<file path="src/rtl/fir_pkg.sv">
// Shared FIR coefficient-path definitions: loader state encoding, the default
// filter geometry used by the filter and the loader, and the XOR checksum
// helper used when FIR_COEFF_CHECKSUM_EN is defined.
package fir_pkg;

  typedef enum logic [1:0] {
    IDLE   = 2'd0,
    LOAD   = 2'd1,
    COMMIT = 2'd2
  } state_t;

  localparam int FIR_NUM_TAPS = 3;
  localparam int FIR_COEFF_W  = 3;

  // Upper bounds for the checksum helper's generic argument/result widths.
  // Callers zero-extend their packed set and keep the low coeff_w bits.
  localparam int CSUM_MAX_VEC_W = 256;
  localparam int CSUM_MAX_W     = 32;

  // XOR of num_taps coefficients of coeff_w bits, packed LSB-first in vec.
  function automatic logic [CSUM_MAX_W-1:0] xor_checksum(
    input logic [CSUM_MAX_VEC_W-1:0] vec,
    input int                        num_taps,
    input int                        coeff_w
  );
    logic [CSUM_MAX_W-1:0] acc;
    acc = '0;
    for (int k = 0; k < num_taps; k++) begin
      for (int b = 0; b < coeff_w; b++) begin
        acc[b] = acc[b] ^ vec[k*coeff_w + b];
      end
    end
    return acc;
  endfunction

endpackage

</file>
<file path="src/rtl/fir_coeff_bank.sv">
// Shadow/active coefficient register pair. The shadow bank takes indexed
// writes while a frame streams in; swap copies the whole shadow set into the
// active bank in one edge, so the taps never see a partial set.
// FIR_COEFF_CHECKSUM_EN adds a packed view of the shadow bank for checking.
module fir_coeff_bank #(
  parameter int NUM_TAPS = fir_pkg::FIR_NUM_TAPS,
  parameter int COEFF_W  = fir_pkg::FIR_COEFF_W,
  parameter int IDX_W    = $clog2(NUM_TAPS + 1)
) (
  input  logic                        clk,
  input  logic                        srst,
  input  logic                        wr_en,
  input  logic [IDX_W-1:0]            wr_idx,
  input  logic [COEFF_W-1:0]          wr_data,
  input  logic                        swap,
  output logic [NUM_TAPS*COEFF_W-1:0] coeffs
`ifdef FIR_COEFF_CHECKSUM_EN
  ,
  output logic [NUM_TAPS*COEFF_W-1:0] shadow_flat
`endif
);

  genvar gi;
  generate
    for (gi = 0; gi < NUM_TAPS; gi++) begin : g_tap
      logic [COEFF_W-1:0] shadow_reg;
      logic [COEFF_W-1:0] active_reg;

      // Per-tap shadow write and atomic shadow-to-active copy on swap.
      always_ff @(posedge clk) begin
        if (srst) begin
          shadow_reg <= '0;
          active_reg <= '0;
        end else begin
          if (wr_en && (wr_idx == IDX_W'(gi))) begin
            shadow_reg <= wr_data;
          end
          if (swap) begin
            active_reg <= shadow_reg;
          end
        end
      end

      assign coeffs[gi*COEFF_W +: COEFF_W] = active_reg;
`ifdef FIR_COEFF_CHECKSUM_EN
      assign shadow_flat[gi*COEFF_W +: COEFF_W] = shadow_reg;
`endif
    end
  endgenerate

endmodule

</file>
<file path="src/rtl/fir_coeff_loader.sv">
// Coefficient loader: accepts a frame of coefficient beats over valid/ready,
// stages them in the shadow bank and commits them atomically to the active
// bank once the filter releases i_hold.
// FIR_COEFF_CHECKSUM_EN: frames carry one extra trailing XOR checksum beat;
// a mismatching frame is dropped with an error pulse and no commit.
module fir_coeff_loader
  import fir_pkg::*;
#(
  parameter int NUM_TAPS = FIR_NUM_TAPS,
  parameter int COEFF_W  = FIR_COEFF_W,
  parameter int IDX_W    = $clog2(NUM_TAPS + 1)
) (
  input  logic                        i_CLK,
  input  logic                        i_RST,
  input  logic                        i_valid,
  input  logic                        i_start,
  input  logic [COEFF_W-1:0]          i_data,
  output logic                        o_ready,
  input  logic                        i_hold,
  output logic [NUM_TAPS*COEFF_W-1:0] o_coeffs,
  output logic                        o_commit,
  output logic                        o_busy,
  output logic                        o_err
);

`ifdef FIR_COEFF_CHECKSUM_EN
  localparam int FRAME_LEN = NUM_TAPS + 1;
`else
  localparam int FRAME_LEN = NUM_TAPS;
`endif
  localparam logic [IDX_W-1:0] LAST_IDX = IDX_W'(FRAME_LEN - 1);

  state_t             state_reg;
  logic [IDX_W-1:0]   idx_reg;
  logic               commit_reg;
  logic               err_reg;
  logic               busy_reg;

  logic               accept;
  logic               wr_en;
  logic [IDX_W-1:0]   wr_idx;
  logic               swap;

  assign o_ready  = (state_reg != COMMIT);
  assign accept   = i_valid && o_ready;
  assign swap     = (state_reg == COMMIT) && !i_hold;
  assign o_commit = commit_reg;
  assign o_err    = err_reg;
  assign o_busy   = busy_reg;

`ifdef FIR_COEFF_CHECKSUM_EN
  logic [NUM_TAPS*COEFF_W-1:0] shadow_flat;
  logic [CSUM_MAX_W-1:0]       csum_full;
  logic                        csum_ok;

  assign csum_full = xor_checksum(CSUM_MAX_VEC_W'(shadow_flat), NUM_TAPS, COEFF_W);
  assign csum_ok   = (csum_full[COEFF_W-1:0] == i_data);
`endif

  // Shadow write steering: a start beat always lands in slot 0, continuation
  // beats land at the running index (the checksum beat is never stored).
  always_comb begin
    wr_en  = 1'b0;
    wr_idx = '0;
    if (accept) begin
      if (i_start) begin
        wr_en  = 1'b1;
        wr_idx = '0;
      end else if ((state_reg == LOAD) && (idx_reg < IDX_W'(NUM_TAPS))) begin
        wr_en  = 1'b1;
        wr_idx = idx_reg;
      end
    end
  end

  // Frame FSM with registered commit/error pulses and busy flag.
  always_ff @(posedge i_CLK) begin
    if (i_RST) begin
      state_reg  <= IDLE;
      idx_reg    <= '0;
      commit_reg <= 1'b0;
      err_reg    <= 1'b0;
      busy_reg   <= 1'b0;
    end else begin
      commit_reg <= 1'b0;
      err_reg    <= 1'b0;
      case (state_reg)
        IDLE: begin
          if (accept) begin
            if (i_start) begin
              idx_reg   <= IDX_W'(1);
              state_reg <= LOAD;
              busy_reg  <= 1'b1;
            end else begin
              err_reg <= 1'b1;
            end
          end
        end
        LOAD: begin
          if (accept) begin
            if (i_start) begin
              err_reg <= 1'b1;
              idx_reg <= IDX_W'(1);
            end else if (idx_reg == LAST_IDX) begin
              idx_reg <= '0;
`ifdef FIR_COEFF_CHECKSUM_EN
              if (csum_ok) begin
                state_reg <= COMMIT;
              end else begin
                err_reg   <= 1'b1;
                state_reg <= IDLE;
                busy_reg  <= 1'b0;
              end
`else
              state_reg <= COMMIT;
`endif
            end else begin
              idx_reg <= idx_reg + IDX_W'(1);
            end
          end
        end
        COMMIT: begin
          if (!i_hold) begin
            commit_reg <= 1'b1;
            state_reg  <= IDLE;
            busy_reg   <= 1'b0;
          end
        end
        default: begin
          state_reg <= IDLE;
          busy_reg  <= 1'b0;
        end
      endcase
    end
  end

  fir_coeff_bank #(
    .NUM_TAPS (NUM_TAPS),
    .COEFF_W  (COEFF_W),
    .IDX_W    (IDX_W)
  ) u_bank (
    .clk     (i_CLK),
    .srst    (i_RST),
    .wr_en   (wr_en),
    .wr_idx  (wr_idx),
    .wr_data (i_data),
    .swap    (swap),
    .coeffs  (o_coeffs)
`ifdef FIR_COEFF_CHECKSUM_EN
    ,
    .shadow_flat (shadow_flat)
`endif
  );

endmodule

</file>
<file path="config.mk">
export PLATFORM = sky130hd
export DESIGN_NAME = fir_coeff_loader
export DESIGN_NICKNAME = d
export VERILOG_FILES = /design/src/rtl/fir_pkg.sv /design/src/rtl/fir_coeff_bank.sv /design/src/rtl/fir_coeff_loader.sv
export SDC_FILE = /design/constraint.sdc
export NUM_CORES = 1
export LEC_CHECK = 0
export ABC_AREA = 1
export BUFFER_PORTS_ARGS = -buffer_cell sky130_fd_sc_hd__buf_2
export CAP_MARGIN = 0
export CORE_MARGIN = 2
export CORE_UTILIZATION = 56
export CTS_CLUSTER_DIAMETER = 40
export CTS_CLUSTER_SIZE = 8
export DETAILED_ROUTE_END_ITERATION = 7
export PLACE_DENSITY = 0.82
export SLEW_MARGIN = 10
export SYNTH_ARGS = -nofsm -noshare
export SYNTH_HDL_FRONTEND = slang
export SYNTH_SLANG_ARGS = --single-unit
</file>
<file path="constraint.sdc">
create_clock -name i_CLK -period 1.95 [get_ports i_CLK]
set_input_delay 0.585 -clock i_CLK [delete_from_list [all_inputs] [get_ports i_CLK]]
set_output_delay 0.585 -clock i_CLK [all_outputs]
set_load 0.02 [all_outputs]
</file>
==> impl_results.rst, run 1 <==
.. list-table::
   :header-rows: 1

   * - Metric
     - Value
   * - Run status
     - completed
   * - Antenna violations before repair
     - 0
   * - Cell accounting for the most synthesized area
     - sky130_fd_sc_hd__dfxtp_1
   * - Overall Power
     - 0.00150 W
   * - Library cell with the highest instance count after synthesis
     - sky130_fd_sc_hd__inv_1
   * - Core box area
     - 1780 um^2
   * - Quantity of gates resized following cts
     - 0
   * - Total negative slack for setup checks
     - 0 ns
   * - Via count
     - 972
   * - Type of origin of the critical path
     - flop
   * - Worst max-slew margin expressed relative to the limit
     - 68.6%
   * - CTS max path bufs
     - 2
   * - Global-route wire length before repair
     - 3240 um
   * - Cell depth of the worst min-delay path
     - 2
   * - Final critical path time including I/O delays and setup
     - 1.80 ns
   * - Final non-filler cell area
     - 1240 um^2
   * - Worst-path cell chain
     - inv_2 > nand2_1 > buf_2
   * - Flip-flop and latch count after synthesis
     - 25
   * - Initial core utilization
     - 61.0%
   * - Required time worst endpoint
     - 1.36 ns
   * - Highest cell delay on the worst timing path
     - 0.50 ns
   * - Transition time at the pin with the least slew margin
     - 0.471 ns
   * - Cell area after placement
     - 1210 um^2
   * - Average cell area after synthesis
     - 7.45 um^2
   * - Worst clock skew
     - 0.000935 ns
   * - Synth Warn #
     - 0
   * - Critical-path maximum fanout
     - 6
   * - Area growth, synth to finish
     - 14.3%
   * - Pre-CTS worst setup slack
     - 0.317 ns
   * - Synth cell types
     - 22
   * - DRC violations left
     - 0
   * - Drt first-iter violations
     - 12
   * - Share of the synthesized area in the top cell type
     - 46.0%
   * - Buffers inserted by post-CTS timing repair
     - 0
   * - Hold Worst Slack
     - 0.450 ns
   * - Critical Path End Type
     - primary output
   * - Final hold violation count
     - 0
   * - Number of max-cap violations
     - 0
   * - Pleak
     - 0.559 nW
   * - Share of synthesized area occupied by flip-flops and latches
     - 46.0%
   * - Final net count
     - 177
   * - Routed wire length
     - 2010 um
   * - Pin count of the biggest net entering global routing
     - 22
   * - Min setup slack post-route
     - 0.155 ns
   * - Total global-route track usage
     - 20.4%
   * - Post-Synthesis Cells
     - 146
   * - Maximum clock frequency
     - 557 MHz
   * - Area of the multi-input gates
     - 464 um^2
   * - Post-DP HPWL
     - 1560 um
   * - Most used flip-flop cell after synthesis
     - sky130_fd_sc_hd__dfxtp_1
   * - CTS Hold Buffers Added
     - 0
   * - Critical setup path kind
     - flop to primary output
   * - Total nets after synthesis
     - 154
   * - DIE AREA
     - 2310 um^2
   * - Number of synthesized flops with an enable pin
     - 0
   * - Count of H-tree levels built during CTS
     - 1
   * - Number of buffers created by CTS
     - 3
   * - Count of buffers from port buffering
     - 20
   * - Routability Congestion
     - 0.853
   * - Global-route congestion overflow total
     - 0
   * - Unrepaired setup endpoints after global routing
     - false
   * - Slowest cell on the critical path
     - sky130_fd_sc_hd__dfxtp_1
   * - Maximum vdd drop
     - 0.802 mV
   * - Final antenna-violating net count
     - 0
   * - Number of global-route vias before repair
     - 791
   * - Commonest cells post-synth
     - sky130_fd_sc_hd__inv_1, sky130_fd_sc_hd__dfxtp_1, sky130_fd_sc_hd__nor2_1, sky130_fd_sc_hd__o21ai_0, sky130_fd_sc_hd__a21oi_1
   * - Top-Level Pins
     - 21
   * - Power density cells
     - 1200 nW/um^2
   * - Number of pins with negative max-slew slack in the final report
     - 0
   * - Vias per cell
     - 5.04
   * - Width of the die
     - 48.1 um
   * - Die Y-Extent
     - 48.1 um
   * - Routed length per placed instance
     - 10.4 um
   * - Sequential cell area
     - 500 um^2
   * - Total of endpoints with negative setup slack in the final report
     - 0
   * - Top area cells in the synthesized netlist
     - sky130_fd_sc_hd__dfxtp_1, sky130_fd_sc_hd__inv_1, sky130_fd_sc_hd__o21ai_0
   * - TritonCTS clock tree
     - yes
   * - Number of clock sinks
     - 25
   * - Number of standard-cell rows in the floorplan
     - 15
   * - Clock root cell
     - sky130_fd_sc_hd__clkbuf_4
   * - Clock network latency to the later pin of the worst-skew pair
     - 0.33 ns
   * - Pre-antenna DRT Iters
     - 4
   * - CTS clock-pin slew for the worst setup and hold paths
     - 0.14 ns
   * - Share of flip-flops with an asynchronous set or reset after synthesis
     - 0%
   * - Arrival time at the worst endpoint
     - 1.21 ns
   * - Netlist area before placement
     - 1090 um^2
   * - Proportion of layout cells with a drive suffix above 1
     - 22.0%
   * - Reg2reg path depth
     - 7
   * - Share of the clock period used by the worst path
     - 92.1%
   * - Diode insertion count for antenna repair
     - 0
   * - Hold WC Path Type
     - flop to flop
   * - Fill cells
     - 155
==> cells by family after synthesis <==
logic type	synth area share, %
simple gates	24.9
compound gates	17.8
buf+inv	11.3
flops	46.0
==> worst max-delay path: cells and delay by family (launching register included) <==
| family | cells | cell delay [ns] |
|---|---|---|
| buf+inv | 2 | 0.29 |
| flops | 1 | 0.50 |
| simple gates | 1 | 0.09 |
==> through the flow <==
step,utilization (%),cells
after global placement,68.0,189
after CTS,69.7,193
after global routing,69.7,193
after detailed placement,68.0,189
final,69.7,193
after floorplan,-,146
==> layer usage <==
metal	share of wire, %	global-route usage, %	wire, um
met3	4.1	4.53	83
met4	1.7	9.73	35
met1	46	25.9	923
met5	0	0	0
met2	48	32.8	965
==> final cells by class <==
type | count | area share [%]
clock buffer | 3 | 1.81
clock inverter | 1 | 0.604
inverter | 29 | 8.76
multi-input combinational | 89 | 37.4
sequential | 25 | 40.3
tap | 25 | 2.52
timing repair buffer | 21 | 8.66
==> final timing paths <==
check                                                   from                                          to  slack [ns]
setup / recovery                   state_reg[0]$_SDFFE_PP0P_                                     o_ready        0.15
hold / removal    u_bank.g_tap[0].active_reg[2]$_SDFFE_PP0P_  u_bank.g_tap[0].active_reg[2]$_SDFFE_PP0P_        0.45
setup reg to reg                   state_reg[1]$_SDFFE_PP0P_  u_bank.g_tap[1].shadow_reg[2]$_SDFFE_PP0P_        0.55
hold reg to reg   u_bank.g_tap[0].active_reg[2]$_SDFFE_PP0P_  u_bank.g_tap[0].active_reg[2]$_SDFFE_PP0P_        0.45
==> where the power goes <==
group	switching, W	internal (W)
sequential	0.0000807	0.000604
combinational	0.000372	0.000197
clock	0.000165	0.0000786
total	0.000617	0.000879
==> layout by cell type, fill, tap and decap left out, drive strengths merged <==
cell type and n:
o21ai 19, nand4 5, a2111oi 1, a21oi 16, clkbuf 3, nor3 1
clkinvlp 1, buf 21, a31oi 1, nand2 14, nand3 9, nor2 22
dfxtp 25, and2 1, inv 29
(Power assumes the default switching activity.)
==> run 2, diff against run 1 <==
--- a/config.mk
+++ b/config.mk
@@ -5,7 +5,6 @@
 export SDC_FILE = /design/constraint.sdc
 export NUM_CORES = 1
 export LEC_CHECK = 0
-export ABC_AREA = 1
 export BUFFER_PORTS_ARGS = -buffer_cell sky130_fd_sc_hd__buf_2
 export CAP_MARGIN = 0
 export CORE_MARGIN = 2
@@ -14,7 +13,6 @@
 export CTS_CLUSTER_SIZE = 8
 export DETAILED_ROUTE_END_ITERATION = 7
 export PLACE_DENSITY = 0.82
-export SLEW_MARGIN = 10
 export SYNTH_ARGS = -nofsm -noshare
 export SYNTH_HDL_FRONTEND = slang
 export SYNTH_SLANG_ARGS = --single-unit
==> run 2 against run 1 <==
Effect of this change:
- register-to-register slack lost 0.18 ns
- combinational power decreased by 88%
- final cell count shrank 19%
- worst hold slack better by 0.016 ns
- utilization is 1.2 points lower
- count of clock-buffer cells in the layout stayed put
- critical path type unchanged
- via count decreased by 13%
- wire length down 3.7%
- non-clock buffer count up 1
- clock power fell by 5%
- final area down 3.7%
==> impl_results.rst, run 2 <==
.. list-table::
   :header-rows: 1

   * - Metric
     - Value
   * - Power spent charging and discharging nets
     - 0.000205 W (-67%)
   * - CTS clock-pin slew for the worst setup and hold paths
     - 0.12 ns (-0.02 ns)
   * - TritonCTS clock tree
     - yes
   * - Most frequent standard cell in the layout excluding fill and tap cells
     - sky130_fd_sc_hd__dfxtp_1
   * - Sequential cell area
     - 500 um^2 (unchanged)
   * - Via count
     - 848 (-13%)
   * - Unrepaired setup endpoints after global routing
     - false
   * - Area growth, synth to finish
     - 13.0%
   * - Share of the synthesized area in the top cell type
     - 47.3% (+1.3 points)
   * - Netlist area before placement
     - 1060 um^2 (-2.6%)
   * - Number of global-route vias before repair
     - 714 (-9.7%)
   * - Count of buffers from port buffering
     - 20 (unchanged)
   * - Number of max-cap violations
     - 0 (unchanged)
   * - Vias per cell
     - 5.44 (+7.9%)
   * - Final critical path time including I/O delays and setup
     - 1.85 ns (+0.0511 ns)
   * - Clock network latency to the later pin of the worst-skew pair
     - 0.32 ns (about the same)
   * - Post-DP HPWL
     - 1400 um (-11%)
   * - DIE AREA
     - 2250 um^2 (-2.4%)
   * - Final non-filler cell area
     - 1200 um^2 (-3.7%)
   * - Routed wire length
     - 1930 um (-3.7%)
   * - Global-route congestion overflow total
     - 0 (unchanged)
   * - Total global-route track usage
     - 20.0% (-0.46 points)
   * - Final hold violation count
     - 0 (unchanged)
   * - Buffers inserted by post-CTS timing repair
     - 0 (unchanged)
   * - Flip-flop and latch count after synthesis
     - 25 (unchanged)
   * - Pin count of the biggest net entering global routing
     - 29 (+32%)
   * - Most used flip-flop cell after synthesis
     - sky130_fd_sc_hd__dfxtp_1
   * - Fill cells
     - 139 (-10%)
   * - Switching portion of total power
     - 24.5% (-17 points)
   * - Routability Congestion
     - 0.773 (-9.3%)
   * - Number of pins with negative max-slew slack in the final report
     - 0 (unchanged)
   * - Arrival time at the worst endpoint
     - 1.26 ns (+0.05 ns)
   * - Proportion of power drawn by flip-flops and latches
     - 63.6% (+18 points)
   * - Final net count
     - 140 (-21%)
   * - Internal power contribution
     - 0.000629 W (-28%)
   * - Worst clock skew
     - 0.0134 ns (+0.0125 ns)
   * - Diode insertion count for antenna repair
     - 0 (unchanged)
   * - Worst max-slew margin expressed relative to the limit
     - 69.9% (+1.4 points)
   * - Synth Warn #
     - 0 (unchanged)
   * - Drt first-iter violations
     - 11 (-1)
   * - Maximum vdd drop
     - 0.452 mV (-44%)
   * - Number of buffers created by CTS
     - 3 (unchanged)
   * - Number of standard-cell rows in the floorplan
     - 15 (unchanged)
   * - Share of flip-flops with an asynchronous set or reset after synthesis
     - 0% (unchanged)
   * - Routed length per placed instance
     - 12.4 um (+19%)
   * - Post-Synthesis Cells
     - 113 (-23%)
   * - DRC violations left
     - 0 (unchanged)
   * - Commonest cells after routing, fill and taps aside
     - sky130_fd_sc_hd__dfxtp_1, sky130_fd_sc_hd__buf_2, sky130_fd_sc_hd__mux2i_1
   * - Share of the clock period used by the worst path
     - 94.7% (+2.6 points)
   * - Width of the die
     - 47.5 um (-1.2%)
   * - Die Y-Extent
     - 47.5 um (-1.2%)
   * - Number of clock sinks
     - 25 (unchanged)
   * - # placed instances
     - 152 (-20%)
   * - Synth cell types
     - 22 (unchanged)
   * - Cell accounting for the most synthesized area
     - sky130_fd_sc_hd__dfxtp_1
   * - CTS max path bufs
     - 2 (unchanged)
   * - Average cell area after synthesis
     - 9.37 um^2 (+26%)
   * - Commonest cells post-synth
     - sky130_fd_sc_hd__dfxtp_1, sky130_fd_sc_hd__mux2i_1, sky130_fd_sc_hd__nor2_1
   * - Clock root cell
     - sky130_fd_sc_hd__clkbuf_4
   * - Hold WC Path Type
     - input port to flop
   * - Clock power share
     - 27.9% (+12 points)
   * - Overall Power
     - 0.000834 W (-44%)
   * - CTS Hold Buffers Added
     - 0 (unchanged)
   * - Comb pwr share
     - 8.5% (-30 points)
   * - Total nets after synthesis
     - 121 (-21%)
   * - Run status
     - completed
   * - Area of the multi-input gates
     - 508 um^2 (+9.4%)
   * - Transition time at the pin with the least slew margin
     - 0.451 ns (-0.0198 ns)
   * - Share of synthesized area occupied by flip-flops and latches
     - 47.3% (+1.3 points)
   * - Final antenna-violating net count
     - 0 (unchanged)
   * - Type of origin of the critical path
     - flop
   * - Initial core utilization
     - 60.6% (-0.34 points)
   * - Critical Path End Type
     - primary output
   * - Count of H-tree levels built during CTS
     - 1 (unchanged)
   * - Top-Level Pins
     - 21 (unchanged)
   * - Core box area
     - 1750 um^2 (-2.1%)
   * - Total of endpoints with negative setup slack in the final report
     - 0 (unchanged)
   * - Antenna violations before repair
     - 0 (unchanged)
   * - Maximum clock frequency
     - 542 MHz (-2.8%)
   * - Global-route wire length before repair
     - 3170 um (-1.9%)
   * - Pre-antenna DRT Iters
     - 4 (unchanged)
   * - Critical-path maximum fanout
     - 12 (+6)
   * - Post-layout instance count excluding filler cells
     - 156 (-19%)
   * - Total negative slack for setup checks
     - 0 ns (unchanged)
   * - Number of synthesized flops with an enable pin
     - 0 (unchanged)
   * - Critical setup path kind
     - flop to primary output
   * - Top area cells in the synthesized netlist
     - sky130_fd_sc_hd__dfxtp_1, sky130_fd_sc_hd__mux2i_1, sky130_fd_sc_hd__nand2b_1
   * - Power density cells
     - 697 nW/um^2 (-42%)
   * - Pleak
     - 0.448 nW (-20%)
   * - Library cell with the highest instance count after synthesis
     - sky130_fd_sc_hd__dfxtp_1
   * - Quantity of gates resized following cts
     - 0 (unchanged)
   * - Required time worst endpoint
     - 1.36 ns (about the same)
   * - Proportion of layout cells with a drive suffix above 1
     - 22.9% (+0.88 points)
   * - Cell area after placement
     - 1170 um^2 (-3.8%)
## run 2: cell types whose count changed after synthesis, moves of 3 or more
cell	change
sky130_fd_sc_hd__mux2i_1	+12
sky130_fd_sc_hd__a21oi_1	-6
sky130_fd_sc_hd__nor2_2	-3
sky130_fd_sc_hd__o21ai_0	-8
sky130_fd_sc_hd__inv_1	-23
sky130_fd_sc_hd__nor2b_1	+3
sky130_fd_sc_hd__clkbuf_1	+5
sky130_fd_sc_hd__nor2_1	-7
sky130_fd_sc_hd__inv_2	-3
sky130_fd_sc_hd__nand2b_1	+8
sky130_fd_sc_hd__nand4_1	-4
sky130_fd_sc_hd__nand2_1	-10
## run 2: per-stage QoR
stage | setup WS, ns | hold WS, ns | utilization (%)
6_report | 0.104 | 0.466 | 68.5
5_1_grt | 0.00143 | 0.461 | 68.5
4_1_cts | 0.106 | 0.460 | 68.5
3_5_place_dp | 0.393 | 0.468 | 66.8
3_3_place_gp | 0.432 | 0.456 | 66.8
2_1_floorplan | 0.507 | 0.449 | -
## run 2: cell type report
| class | count | area share, % |
|---|---|---|
| Multi-Input combinational cell | 77 | 42.5 |
| Clock buffer | 3 | 1.88 |
| Tap cell | 25 | 2.62 |
| Sequential cell | 25 | 41.8 |
| Timing Repair Buffer | 22 | 9.62 |
| Inverter | 3 | 0.941 |
| Clock inverter | 1 | 0.628 |
## run 2: routing by layer
metal | GRT usage, % | vias up | part of all wire [%]
li1 | - | 429 | -
met1 | 26.2 | 395 | 47
met2 | 33.2 | 20 | 47
met3 | 3.40 | 4 | 4.8
met4 | 6.67 | 0 | 0.93
met5 | 0 | - | 0
## run 2: kinds of logic after synthesis
group           Yosys count  share of synthesized area [%]
simple gates             43                           24.1
mux                      12                           11.3
buf+inv                  11                           4.73
compound gates           22                           12.5
flops                    25                           47.3
## run 2: worst max-delay path, stage by stage (launching register included)
cell and delay [ns]:
sky130_fd_sc_hd__dfxtp_1 0.54, sky130_fd_sc_hd__inv_1 0.14, sky130_fd_sc_hd__nand2_1 0.11, sky130_fd_sc_hd__buf_2 0.16
## run 2: power by group through the flow
stage                     registers, W   logic, W  clock network (W)
final                         0.000531  0.0000706           0.000232
after global routing          0.000533  0.0000776           0.000263
after CTS                     0.000530  0.0000706           0.000235
after detailed placement      0.000542  0.0000703                  0
after global placement        0.000541  0.0000683                  0
after floorplan               0.000541  0.0000492                  0
## run 2: final timing paths
path         depth (start not counted)                                       start                                          to  slack [ns]
min reg2reg                          2  u_bank.g_tap[2].shadow_reg[0]$_SDFFE_PP0P_  u_bank.g_tap[2].shadow_reg[0]$_SDFFE_PP0P_        0.49
max                                  3                   state_reg[0]$_SDFFE_PP0P_                                     o_ready        0.10
min                                  2                                      i_hold                         o_commit$_SDFF_PP0_        0.47
max reg2reg                          3                   state_reg[0]$_SDFFE_PP0P_  u_bank.g_tap[0].shadow_reg[1]$_SDFFE_PP0P_        0.37
